===== config.mk =====
export PLATFORM = sky130hd
export DESIGN_NAME = irq_ctrl
export DESIGN_NICKNAME = d
export VERILOG_FILES = /design/src/rtl/irq_pkg.sv /design/src/rtl/irq_prio_enc.sv /design/src/rtl/irq_ctrl.sv
export SDC_FILE = /design/constraint.sdc
export NUM_CORES = 1
export LEC_CHECK = 0
export ABC_AREA = 1
export BUFFER_PORTS_ARGS = -buffer_cell sky130_fd_sc_hd__clkbuf_2
export CAP_MARGIN = 15
export CORE_MARGIN = 10
export CORE_UTILIZATION = 45
export DETAILED_ROUTE_END_ITERATION = 16
export PLACE_DENSITY_LB_ADDON = 0.25
export SYNTH_ARGS = -nofsm -noshare
export SYNTH_HDL_FRONTEND = slang
export SYNTH_SLANG_ARGS = --single-unit

===== constraint.sdc =====
create_clock -name clk -period 1.35 [get_ports clk]
set_clock_uncertainty 0.05 [all_clocks]
set_input_delay 0.135 -clock clk [delete_from_list [all_inputs] [get_ports clk]]
set_output_delay 0.135 -clock clk [all_outputs]
set_load 0.02 [all_outputs]

===== src/rtl/irq_pkg.sv =====
`default_nettype none
// ============================================================================
// Module      : irq_pkg
// Description : Shared constants and types for the interrupt controller:
//               CSR address map, FSM state encoding, spurious-cause code and
//               the fixed interrupt vector address.
// Revision    : 1.0 - initial release
// ============================================================================
package irq_pkg;

    // CSR address map
    localparam logic [1:0] CSR_MASK  = 2'd0;
    localparam logic [1:0] CSR_PEND  = 2'd1;
    localparam logic [1:0] CSR_EPC   = 2'd2;
    localparam logic [1:0] CSR_CAUSE = 2'd3;

    // Controller states
    typedef enum logic [1:0] {
        IDLE    = 2'd0,
        REQ     = 2'd1,
        SERVICE = 2'd2
    } state_t;

    // Cause reported when the acknowledged request has no unmasked source left
    localparam logic [15:0] CAUSE_SPURIOUS = 16'hFFFF;

    // Address the PC vectors to when it takes irq
    localparam logic [15:0] VECTOR_ADDR = 16'h0001;

endpackage
`default_nettype wire


===== src/rtl/irq_prio_enc.sv =====
`default_nettype none
// ============================================================================
// Module      : irq_prio_enc
// Description : Combinational priority encoder, lowest index wins.
// Ports       : req   - request vector (N bits)
//               idx   - index of the lowest set bit of req (0 when none)
//               valid - at least one bit of req is set
// Revision    : 1.0 - initial release
// ============================================================================
module irq_prio_enc #(
    parameter int N  = 8,
    parameter int IW = (N > 1) ? $clog2(N) : 1
) (
    input  logic [N-1:0]  req,
    output logic [IW-1:0] idx,
    output logic          valid
);

    // Scan from the top down so the last match, the lowest index, wins.
    always_comb begin
        idx = '0;
        for (int i = N - 1; i >= 0; i--) begin
            if (req[i]) idx = IW'(i);
        end
    end

    assign valid = |req;

endmodule
`default_nettype wire


===== src/rtl/irq_ctrl.sv =====
`default_nettype none
// ============================================================================
// Module      : irq_ctrl
// Description : Interrupt controller. Latches rising edges on the sources,
//               masks and prioritises them, holds irq until the core takes
//               the vector, records return address and cause, then blocks
//               further requests until iret.
// Ports       : clk, rst (async, active-low)
//               src        - edge-triggered interrupt sources
//               irq        - registered request to the core
//               irq_ack    - core takes the vector this cycle
//               ret_addr   - return address captured on irq_ack
//               iret       - return-from-interrupt pulse
//               epc        - saved return address
//               csr_we/csr_addr/csr_wdata/csr_rdata - CSR access
// Revision    : 1.0 - initial release
// ============================================================================
module irq_ctrl
    import irq_pkg::*;
#(
    parameter int NSRC = 8,
    parameter int AW   = 16
) (
    input  logic          clk,
    input  logic          rst,
    input  logic [NSRC-1:0] src,
    output logic          irq,
    input  logic          irq_ack,
    input  logic [AW-1:0] ret_addr,
    input  logic          iret,
    output logic [AW-1:0] epc,
    input  logic          csr_we,
    input  logic [1:0]    csr_addr,
    input  logic [AW-1:0] csr_wdata,
    output logic [AW-1:0] csr_rdata
);

    localparam int c_IW = (NSRC > 1) ? $clog2(NSRC) : 1;

    state_t          r_state;
    state_t          w_next;
    logic [NSRC-1:0] r_src_prev;
    logic [NSRC-1:0] r_pend;
    logic [NSRC-1:0] r_mask;
    logic [AW-1:0]   r_epc;
    logic [AW-1:0]   r_cause;

    logic [NSRC-1:0] w_edge;
    logic [NSRC-1:0] w_active;
    logic [NSRC-1:0] w_w1c;
    logic [NSRC-1:0] w_ack_clr;
    logic [c_IW-1:0] w_idx;
    logic            w_valid;
    logic            w_take;

    assign w_edge   = src & ~r_src_prev;
    // Uses the registered mask, so a same-cycle MASK write does not affect
    // the cause being captured.
    assign w_active = r_pend & r_mask;
    assign w_take   = irq_ack && (r_state == REQ);
    assign w_w1c    = (csr_we && csr_addr == CSR_PEND) ? csr_wdata[NSRC-1:0] : '0;

    irq_prio_enc #(
        .N  (NSRC),
        .IW (c_IW)
    ) u_prio (
        .req   (w_active),
        .idx   (w_idx),
        .valid (w_valid)
    );

    always_comb begin
        w_ack_clr = '0;
        if (w_take && w_valid) w_ack_clr[w_idx] = 1'b1;
    end

    // State register
    always_ff @(posedge clk or negedge rst) begin
        if (!rst) r_state <= IDLE;
        else      r_state <= w_next;
    end

    // Next-state logic
    always_comb begin
        w_next = r_state;
        case (r_state)
            IDLE:    if (|w_active) w_next = REQ;
            REQ:     if (irq_ack)   w_next = SERVICE;
            SERVICE: if (iret)      w_next = IDLE;
            default: w_next = IDLE;
        endcase
    end

    // Datapath registers
    always_ff @(posedge clk or negedge rst) begin
        if (!rst) begin
            r_src_prev <= '0;
            r_pend     <= '0;
            r_mask     <= '0;
            r_epc      <= '0;
            r_cause    <= '0;
        end else begin
            r_src_prev <= src;
            // A new edge beats any clear on the same bit.
            r_pend     <= (r_pend & ~(w_w1c | w_ack_clr)) | w_edge;
            if (csr_we && csr_addr == CSR_MASK) r_mask <= csr_wdata[NSRC-1:0];
            if (w_take) begin
                r_epc   <= ret_addr;
                r_cause <= w_valid ? AW'(w_idx) : AW'(CAUSE_SPURIOUS);
            end else if (csr_we && csr_addr == CSR_EPC) begin
                r_epc <= csr_wdata;
            end
        end
    end

    // irq is a decode of the state register, so it is glitch-free and registered.
    assign irq = (r_state == REQ);
    assign epc = r_epc;

    always_comb begin
        csr_rdata = '0;
        case (csr_addr)
            CSR_MASK:  csr_rdata = AW'(r_mask);
            CSR_PEND:  csr_rdata = AW'(r_pend);
            CSR_EPC:   csr_rdata = r_epc;
            CSR_CAUSE: csr_rdata = r_cause;
            default:   csr_rdata = '0;
        endcase
    end

endmodule
`default_nettype wire

# Word-level counts from Yosys, hierarchy flattened
# Cells that the tools add are included.
[totals] word_cells=54 output_inout_bits=33 ff_bits=58 in_bits=47
[op_classes] magnitude_cmp=2 n_eq_ne=8 n_bitwise=7 n_reduce_logical=11 mux=20
[ops] cell="one-hot mux 16 bit (4 select lines)" n=1
[ops] cell="2-to-1 mux 16 bit" n=3
[ops] cell="bitwise AND 8 bit" n=3
[ops] cell="2-to-1 mux 3 bit" n=8
[ops] cell="2-to-1 mux 8 bit" n=2
[ops] cell="NOT 8 bit" n=2
[ops] cell="bitwise OR 8 bit" n=2
[ops] cell="OR reduction 8 bit" n=1
[ops] cell="== test 2 bit (second input constant)" n=3
[ops] cell="logical AND 1 bit" n=6
[ops] cell="2-to-1 mux 2 bit" n=3
[ops] cell="one-hot mux 2 bit (3 select lines)" n=1
[ops] cell="== test 2 x 1 -> 1 bit (second input constant)" n=2
[ops] cell="logical NOT 2 bit" n=2
[ops] cell="< comparator 3 x 4 -> 1 bit (second input constant)" n=1
[ops] cell="!= test 2 bit (second input constant)" n=2
[ops] cell="demux 1 bit (select 3 bit)" n=1
[ops] cell="greater-or-equal comparator 3 x 1 -> 1 bit (second input constant)" n=1
[ops] cell="AND reduction 3 bit" n=1
[ops] cell="!= test 2 x 1 -> 1 bit (second input constant)" n=1
[ops] cell="nonzero test 2 bit" n=1
[ops] cell="2-to-1 mux 1 bit" n=1

# Longest topological paths before layout
# Gate-level depths: netlist of the first run.
[logic_depth] word_depth=18 mapped_depth=12 ltp_nobuf=12

# Modules after synthesis
# Synthesis of the first run repeated with hierarchy kept, for this count alone.
[unflattened] hier_cells=355 hier_area_um2=2551.2
[modules_own_cells] mod="irq_ctrl" instances=1 cells_per_inst=333 seq_area_each_um2=1151.1 area_each_um2=2452.4
[modules_own_cells] mod="irq_prio_enc" instances=1 cells_per_inst=22 seq_area_each_um2=0.0 area_each_um2=98.8

# Worst setup path after synthesis of the first run
# OpenSTA, ideal clock, no wires.
[synth_path] path_type="flip-flop to flip-flop" from="register r_state[1]" to="register r_pend[1]" n_path_buf=1 setup_ns=0.116 arrival_time_ns=1.141 stages_incl_launch_ff=10 slack_ns=0.043 cell_sequence="dfrtp_1 -> inv_1 -> nand2_1 -> nor2_2 -> buf_2 -> nand2_1 -> a21oi_1 -> nand3_1 -> nand2_1 -> nand2_1"
[synth_via] elab_chain_cells=8
[synth_lines] element="from (decl)" line="irq_ctrl.sv:40" rtl="state_t r_state;"
[synth_lines] element="from (signal assigned)" line="irq_ctrl.sv:80" rtl="else r_state <= w_next;"
[synth_lines] element="== test 2 x 1 -> 1 bit" line="irq_ctrl.sv:60" rtl="assign w_take = irq_ack && (r_state == REQ);"
[synth_lines] element="logical AND 1 bit" line="irq_ctrl.sv:60"
[synth_lines] element="logical AND 1 bit" line="irq_ctrl.sv:74" rtl="if (w_take && w_valid) w_ack_clr[w_idx] = 1'b1;"
[synth_lines] element="2-to-1 mux 8 bit" line="irq_ctrl.sv:74"
[synth_lines] element="bitwise OR 8 bit" line="irq_ctrl.sv:105" rtl="r_pend <= (r_pend & ~(w_w1c | w_ack_clr)) | w_edge;"
[synth_lines] element="NOT 8 bit" line="irq_ctrl.sv:105"
[synth_lines] element="bitwise AND 8 bit" line="irq_ctrl.sv:105"
[synth_lines] element="bitwise OR 8 bit" line="irq_ctrl.sv:105"
[synth_lines] element="to (signal assigned)" line="irq_ctrl.sv:105"
[synth_lines] element="to (decl)" line="irq_ctrl.sv:43" rtl="logic [NSRC-1:0] r_pend;"
# No other way between the ends.
# A chain may end at the register's enable or synchronous reset.

==> flow_summary.yaml, run 1 <==
timing:
  min_period_over_period_pct: 107
  hold_viol: 0
  clock.fmax_ghz: 0.692
  fin_crit_ps: 1450
  setup_viol: 23
  finalMaxSlewViolations: 0
  worst_pin_slew_ps: 305
  tns_ps: -1010
  fin_ws_ps: -95.2
  rsz0062_at_grt: "yes"
  relSlewSlack_pct: 79.6
global_route:
  grt_start_max_net_pins: 47
  grt_pass1_vias: 2642
  grt_usage_pct: 17.7
  grt_pass1_wl_um: 12500
  antenna_found_initial: 0
  grt_overflow: 0
drt:
  remaining_drc_errors: 0
  final_antenna_net_count: 0
  drt-initial-drc-count: 133
  vias_per_cell: 5.18
  routedWlPerCell_um: 16.0
  wl_um: 7870
  vias: 2553
  first_pass_iters: 5
synth:
  synth_area_leaders: "dfrtp_1 (50%), nand2_1 (13%), o21ai_0 (12%)"
  synth_top_cell_by_area: "dfrtp_1"
  synth.net_count: 344
  ys_types: 24
  synth_area_mm2: 0.00230
  async_reset_ff_share_pct: 100
  synth_top_flop_cell: "dfrtp_1"
  yosysMostFrequentCell: "nand2_1"
  yosys_register_bits: 46
  synthCells: 297
  synth_edf_count: 0
  synth_commonest_cells: "nand2_1 (79), o21ai_0 (53), inv_1 (49)"
  synth-seq-area-share_pct: 50.0
  synth.avg_cell_area_um2: 7.76
  synth_top_area_share_pct: 50.0
  ys_warn_count: 0
critical_path:
  crit_type: "reg -> out"
  critPathLaunchType: "flip-flop"
  critPathMaxFanout: 13
  critical_path_required_ps: 1160
  critPathArrivalTime_ps: 1260
  end_kind: "output port"
cts:
  numCtsBuffers: 5
  clock-sinks: 46
  cts.path.max_buffers: 2
  htree_levels: 2
  insertion_delay_ps: 300
  cts-root-buf: "clkbuf_8"
  cts_tree: "yes"
  cts.clk_slew.worst_paths_ps: 80
power:
  leakage_nw: 1.90
  power.density_mw_per_mm2: 1840
  power_w: 0.00677
  vdd_drop_max_mv: 0.857
floorplan:
  fp.coreArea_mm2: 0.00485
  die_h_um: 91.5
  io_pins: 80
  die_area_mm2: 0.00838
  start_util_pct: 47.5
  std_cell_rows: 25
  die_w_um: 91.5
placement:
  gp_congestion: 0.867
  pre_cts_ws_ps: -50.0
  port_buffers: 79
  dp_hpwl_um: 5240
cells_and_area:
  num_antenna_cells: 0
  nFillCells: 312
  drive_gt1_share_pct: 41.5
  nets: 472
  syn_to_final_growth_pct: 59.4
  postLayoutCoreUtil_pct: 75.7
run_status:
  status: "finished, violations left"
  failed_checks: "negative setup slack"
run:
  maxCapViolCount: 0
hold_path:
  min_path_type: "in -> reg"
-- cell type report --
class / instances / area, µm² / area share (%)
Clock buffer: 7 / 86.3 / 2.35
Sequential cell: 46 / 1150 / 31.3
Tap cell: 67 / 83.8 / 2.28
Inverter: 50 / 190 / 5.18
Multi-Input combinational cell: 191 / 1140 / 31.0
Timing Repair Buffer: 131 / 1020 / 27.7
Clock inverter: 1 / 5.00 / 0.136
-- what timing repair did --
item / 4_1_cts / 5_1_grt
hold buffers: 11 / 0
buffers inserted: 9 / 2
setup endpoints to repair: 42 / 46
pin swaps: 9 / 14
resized for setup: 65 / 54
cloned: 2 / 0
endpoints found under the hold margin: 58 / 0
-- routing by layer --
metal  up-vias  track usage (%)  routed length [µm]
met5         -                0                   0
met4         0             6.14                 122
met3        11             5.84                 682
met2       113             30.6                3960
met1      1203             20.0                3110
li1       1226                -                   -
-- layout by cell type, fill, tap and decap left out, types with 9 or more instances in the layout --
master / count
dlygate4sd3_1: 11
o22ai_1: 9
dfrtp_1: 46
nand2_1: 63
o21ai_0: 41
clkbuf_2: 63
nand2_2: 12
o21ai_1: 13
inv_1: 44
nor2_1: 10
buf_6: 9
buf_4: 37
clkbuf_8: 9
-- worst max-delay path, stage by stage, from the launching register on --
cell and delay [ps]:
dfrtp_1 400, nand3_2 100, buf_12 140, o2111ai_2 150
buf_6 160
-- final timing paths --
check	start	depth (start not counted)	slack, ps	to
max in group asynchronous	rst	3	730	r_mask[2]
min reg2reg	r_src_prev[3]	1	410	r_pend[3]
max reg2reg	r_pend[2]	8	-70	r_state[0]
min	ret_addr[0]	3	10	epc[0]
max	r_cause[14]	4	-100	csr_rdata[6]
min in group asynchronous	rst	3	290	r_mask[1]
-- through the flow --
stage          cells  cell area (µm²)  hold WS, ps
6_report         493             3670         11.3
5_1_grt          493             3670         41.3
4_1_cts          491             3520         13.6
3_5_place_dp     461             2970         89.6
3_3_place_gp     461             2970         89.6
2_1_floorplan    297             2300         -211
-- state kept, by name, indices dropped and copies added (netlist names) --
signal,flops
r_state,2
r_cause,4
epc,16
r_src_prev,8
r_mask,8
r_pend,8
-- kinds of logic (layout without fill, tap and decap cells) --
kind of cell,count (synthesis),in the layout,share of synthesized area [%]
simple gates,113,113,20.3
compound gates,78,78,19.1
buf+inv,60,189,10.6
flops,46,46,50.0
-- where the power goes --
part	switching (W)	leakage [nW]	internal, W
Clock	0.000455	0.0482	0.000414
Sequential	0.000282	0.535	0.00182
Combinational	0.00215	1.31	0.00166
Note: power is estimated with default switching activity, not from simulation.
==> run 2, diff against run 1 <==
CORE_ASPECT_RATIO = 2   (was default)
==> flow_summary.yaml, run 2 (synthesized netlist as in run 1, its figures left out) <==
timing:
  rsz0062_at_grt: "yes"
  worst_pin_slew_ps: 250
  clock.fmax_ghz: 0.688
  hold_viol: 0
  tns_ps: -1240
  setup_viol: 23
  fin_crit_ps: 1450
  finalMaxSlewViolations: 0
  min_period_over_period_pct: 108
  relSlewSlack_pct: 83.2
  fin_ws_ps: -103
critical_path:
  r2r_setup_slack_ps: -60
  worstReg2RegEnd: "epc[15]"
  crit_type: "reg -> out"
  critPathMaxFanout: 5
  critPathLaunchType: "flip-flop"
  critPathArrivalTime_ps: 1270
  reg2reg_from: "r_state[1]"
  reg2reg_depth: 8
  end_kind: "output port"
  critical_path_required_ps: 1160
global_route:
  grt_start_max_net_pins: 47
  antenna_found_initial: 0
  grt_usage_pct: 18.9
  grt_pass1_wl_um: 13100
  grt_pass1_vias: 2786
  grt_overflow: 0
floorplan:
  die_w_um: 70.6
  std_cell_rows: 36
  start_util_pct: 46.9
  die_area_mm2: 0.00855
  fp.coreArea_mm2: 0.00491
  die_h_um: 121
  io_pins: 80
cells_and_area:
  postLayoutCoreUtil_pct: 80.4
  syn_to_final_growth_pct: 71.4
  regArea_mm2: 0.00115
  multi_input_area_mm2: 0.00124
  largest_reg_flops: 16
  final_common_cell: "clkbuf_2"
  mostFrequentLayoutCells: "clkbuf_2 (62), nand2_1 (53), dfrtp_1 (46)"
  nFillCells: 290
  nets: 486
  drive_gt1_share_pct: 48.6
  finalInstanceArea_mm2: 0.00395
  num_antenna_cells: 0
drt:
  final_antenna_net_count: 0
  vias_per_cell: 5.44
  remaining_drc_errors: 0
  vias: 2706
  routedWlPerCell_um: 17.6
  drt-initial-drc-count: 201
  wl_um: 8740
  first_pass_iters: 6
power:
  switching_share_pct: 42.8
  internal_power_w: 0.00408
  p_seq_share_pct: 29.5
  clkPwrFrac_pct: 12.3
  power.density_mw_per_mm2: 1810
  leakage_nw: 2.01
  power_w: 0.00713
  vdd_drop_max_mv: 1.16
  switchingPower_w: 0.00305
  pwr-share-comb_pct: 58.1
placement:
  port_buffers: 79
  placed_cell_area_mm2: 0.00310
  dp_hpwl_um: 5780
  pre_cts_ws_ps: -90.8
  gp_congestion: 0.910
run_status:
  status: "finished, violations left"
  failed_checks: "negative setup slack"
hold_path:
  min_to: "epc[6]"
  hold_depth: 3
  min_path_type: "in -> reg"
  worstHoldStart: "ret_addr[6]"
cts:
  numCtsBuffers: 5
  cts.clk_slew.worst_paths_ps: 90
  cts.path.max_buffers: 2
  insertion_delay_ps: 310
  htree_levels: 2
  cts-root-buf: "clkbuf_8"
  clock-sinks: 46
  cts_tree: "yes"
run:
  maxCapViolCount: 0
==> run 2: cell types whose count changed in the layout (fill, tap and decap cells not counted), moves of 6 or more <==
cell     before  now
nand2_2      12   23
nand2_1      63   53
o21ai_2       1   12
o21ai_0      41   28
buf_6         9   15
==> run 2: worst max-delay path by stage <==
stage / start / end / cells after the start
floorplan: r_state[1] / r_pend[1] / 9
global placement: r_state[1] / r_pend[5] / 9
detailed placement: r_state[1] / r_pend[5] / 9
CTS: r_cause[14] / csr_rdata[7] / 4
global route: r_cause[14] / csr_rdata[4] / 4
finish: r_cause[14] / csr_rdata[3] / 4
==> run 2: per-layer routing <==
layer | global-route usage, % | vias up | part of all wire, %
met1 | 17.3 | 1276 | 33
met5 | 0 | - | 0
met2 | 35.3 | 132 | 55
met4 | 10.9 | 0 | 4.3
met3 | 5.65 | 44 | 7.0
li1 | - | 1254 | -
==> run 2: critical path, stage by stage (launching register included) <==
cell and delay, ps:
dfrtp_1 400, nand3_2 140, buf_6 160, o2111ai_4 110
buf_8 150
==> run 2: cell type report <==
cell class	instances	area share (%)
inverters	50	5.01
clock inverters	1	0.127
repair buffers	145	30.4
flip-flops and latches	46	29.2
well taps	57	1.81
clock buffers	7	2.19
multi-input cells	191	31.3
==> run 2: power by group through the flow <==
stage                     logic (W)  registers, W  clock network [W]
final                       0.00415       0.00211           0.000881
after detailed placement    0.00288       0.00207                  0
after CTS                   0.00350       0.00206           0.000909
after global routing        0.00445       0.00214           0.000949
after floorplan             0.00130       0.00236                  0
after global placement      0.00283       0.00205                  0
==> run 2: timing repair <==
action / 4_1_cts / 5_1_grt
hold buffers: 11 / 0
gates cloned: 2 / 1
pin swaps: 13 / 21
setup endpoints to repair: 36 / 41
setup buffers: 3 / 8
gates resized for setup: 87 / 80
endpoints found under the hold margin: 63 / 0
==> run 2: per-stage QoR <==
step           cells  hold slack [ps]
2_1_floorplan    297             -211
3_3_place_gp     466             86.8
3_5_place_dp     466             93.0
4_1_cts          488             3.74
5_1_grt          497             12.7
6_report         497             4.70
==> run 3, diff against run 2 <==
CORE_MARGIN = 5   (was 10)
CTS_CLUSTER_SIZE = 20   (was default)
==> flow_summary.yaml, run 3 (synthesized netlist as in run 1, its figures left out) <==
cts:
  cts.path.max_buffers: 2
  numCtsBuffers: 5
  insertion_delay_ps: 300
  clock-sinks: 46
  htree_levels: 2
  cts.clk_slew.worst_paths_ps: 90
  cts_tree: "yes"
  cts-root-buf: "clkbuf_8"
global_route:
  antenna_found_initial: 0
  grt_usage_pct: 22.8
  grt_pass1_wl_um: 12000
  grt_start_max_net_pins: 47
  grt_overflow: 0
  grt_pass1_vias: 2598
floorplan:
  die_w_um: 60.6
  start_util_pct: 45.6
  die_h_um: 111
  die_area_mm2: 0.00674
  std_cell_rows: 37
  io_pins: 80
  fp.coreArea_mm2: 0.00505
hold_path:
  min_path_type: "in -> reg"
timing:
  hold_viol: 0
  tns_ps: -1810
  holdWs_ps: 21.3
  fin_crit_ps: 1460
  clock.fmax_ghz: 0.685
  relSlewSlack_pct: 74.7
  rsz0062_at_grt: "yes"
  min_period_over_period_pct: 108
  worst_pin_slew_ps: 378
  setup_viol: 39
  finalMaxSlewViolations: 0
  fin_ws_ps: -111
critical_path:
  crit_type: "reg -> out"
  slowest_stage: "dfrtp_1"
  cp_top_family: "flip-flops"
  max_stage_delay_ps: 420
  cp_cell_sequence: "nand3_4, buf_8, o21ai_2, clkbuf_8"
  critPathBufInv: 2
  critPathLaunchType: "flip-flop"
  critPathArrivalTime_ps: 1280
  critPathMaxFanout: 8
  end_kind: "output port"
  critical_path_required_ps: 1160
cells_and_area:
  drive_gt1_share_pct: 46.1
  nets: 482
  final_common_cell: "clkbuf_2"
  syn_to_final_growth_pct: 65.6
  nFillCells: 350
  mostFrequentLayoutCells: "clkbuf_2 (62), nand2_1 (54), dfrtp_1 (46)"
  largest_reg_flops: 16
  num_antenna_cells: 0
placement:
  gp_congestion: 0.860
  port_buffers: 79
  dp_hpwl_um: 5090
drt:
  wl_um: 7970
  drt-initial-drc-count: 142
  first_pass_iters: 4
  final_antenna_net_count: 0
  routedWlPerCell_um: 16.1
  vias: 2621
  remaining_drc_errors: 0
  vias_per_cell: 5.31
power:
  leakage_nw: 1.95
  power_w: 0.00704
  vdd_drop_max_mv: 1.45
  power.density_mw_per_mm2: 1850
run_status:
  failed_checks: "negative setup slack"
  status: "finished, violations left"
run:
  maxCapViolCount: 0
run 3: cell types whose count changed in the layout (fill, tap and decap cells not counted), moves of 3 or more:
cell / before / now
o21ai_0: 28 / 36
buf_6: 15 / 21
o21ai_2: 12 / 6
o2111ai_1: 0 / 5
buf_4: 38 / 35
inv_4: 4 / 1
o2111ai_4: 4 / 1
o21ai_1: 15 / 12
run 3: what timing repair did:
action                                  4_1_cts  5_1_grt
endpoints found under the setup margin       36       44
hold buffers                                 11        0
endpoints found under the hold margin        58        0
resized for setup                            68       83
cloned                                        0        1
buffers inserted                              2       11
pin swaps                                     7       17
run 3: layout make-up:
cell class	instances	area, µm²	share of cell area [%]
inverter	50	195	5.12
tap	58	72.6	1.90
multi-input combinational	191	1170	30.8
clock buffer	8	110	2.89
sequential	46	1150	30.2
timing repair buffer	141	1110	29.1
run 3: per-stage QoR:
stage	instances	worst slack [ps]	instance area (µm²)	utilization (%)
final	494	-111	3810	75.6
after detailed placement	461	-73.5	3030	60.1
after floorplan	297	42.9	2300	-
after global routing	494	-178	3810	75.6
after global placement	461	-8.92	3030	60.1
after CTS	482	-88.7	3480	69.0
run 3: final timing paths:
check / startpoint / to / slack [ps] / cells after the start
setup / recovery: r_cause[14] / csr_rdata[15] / -110 / 4
hold / removal: ret_addr[4] / epc[4] / 20 / 3
setup reg to reg: r_state[1] / r_pend[5] / -90 / 9
hold reg to reg: r_src_prev[3] / r_pend[3] / 390 / 1
max in group asynchronous: rst / r_src_prev[2] / 730 / 3
min in group asynchronous: rst / r_pend[4] / 300 / 3
run 3: worst reg2reg max path, delay by kind of cell, from the launching register on:
| kind | cells | cell delay [ps] |
|---|---|---|
| AND/OR/NAND/NOR | 7 | 670 |
| flip-flops | 1 | 410 |
| buffers and inverters | 2 | 210 |
run 3: report_power, final:
group | switching, W | total (W) | leakage, nW | internal, W
sequential | 0.000298 | 0.00212 | 0.535 | 0.00182
clock | 0.000465 | 0.000982 | 0.0575 | 0.000517
combinational | 0.00220 | 0.00395 | 1.36 | 0.00175
total | 0.00296 | 0.00704 | 1.95 | 0.00408
run 3: routing by layer:
| metal | GRT usage [%] | share of wire [%] | vias to the layer above |
|---|---|---|---|
| met4 | 9.84 | 3.2 | 0 |
| met1 | 27.7 | 35 | 1239 |
| met5 | 0 | 0 | - |
| met3 | 4.08 | 6.0 | 27 |
| met2 | 38.0 | 56 | 112 |
| li1 | - | - | 1243 |
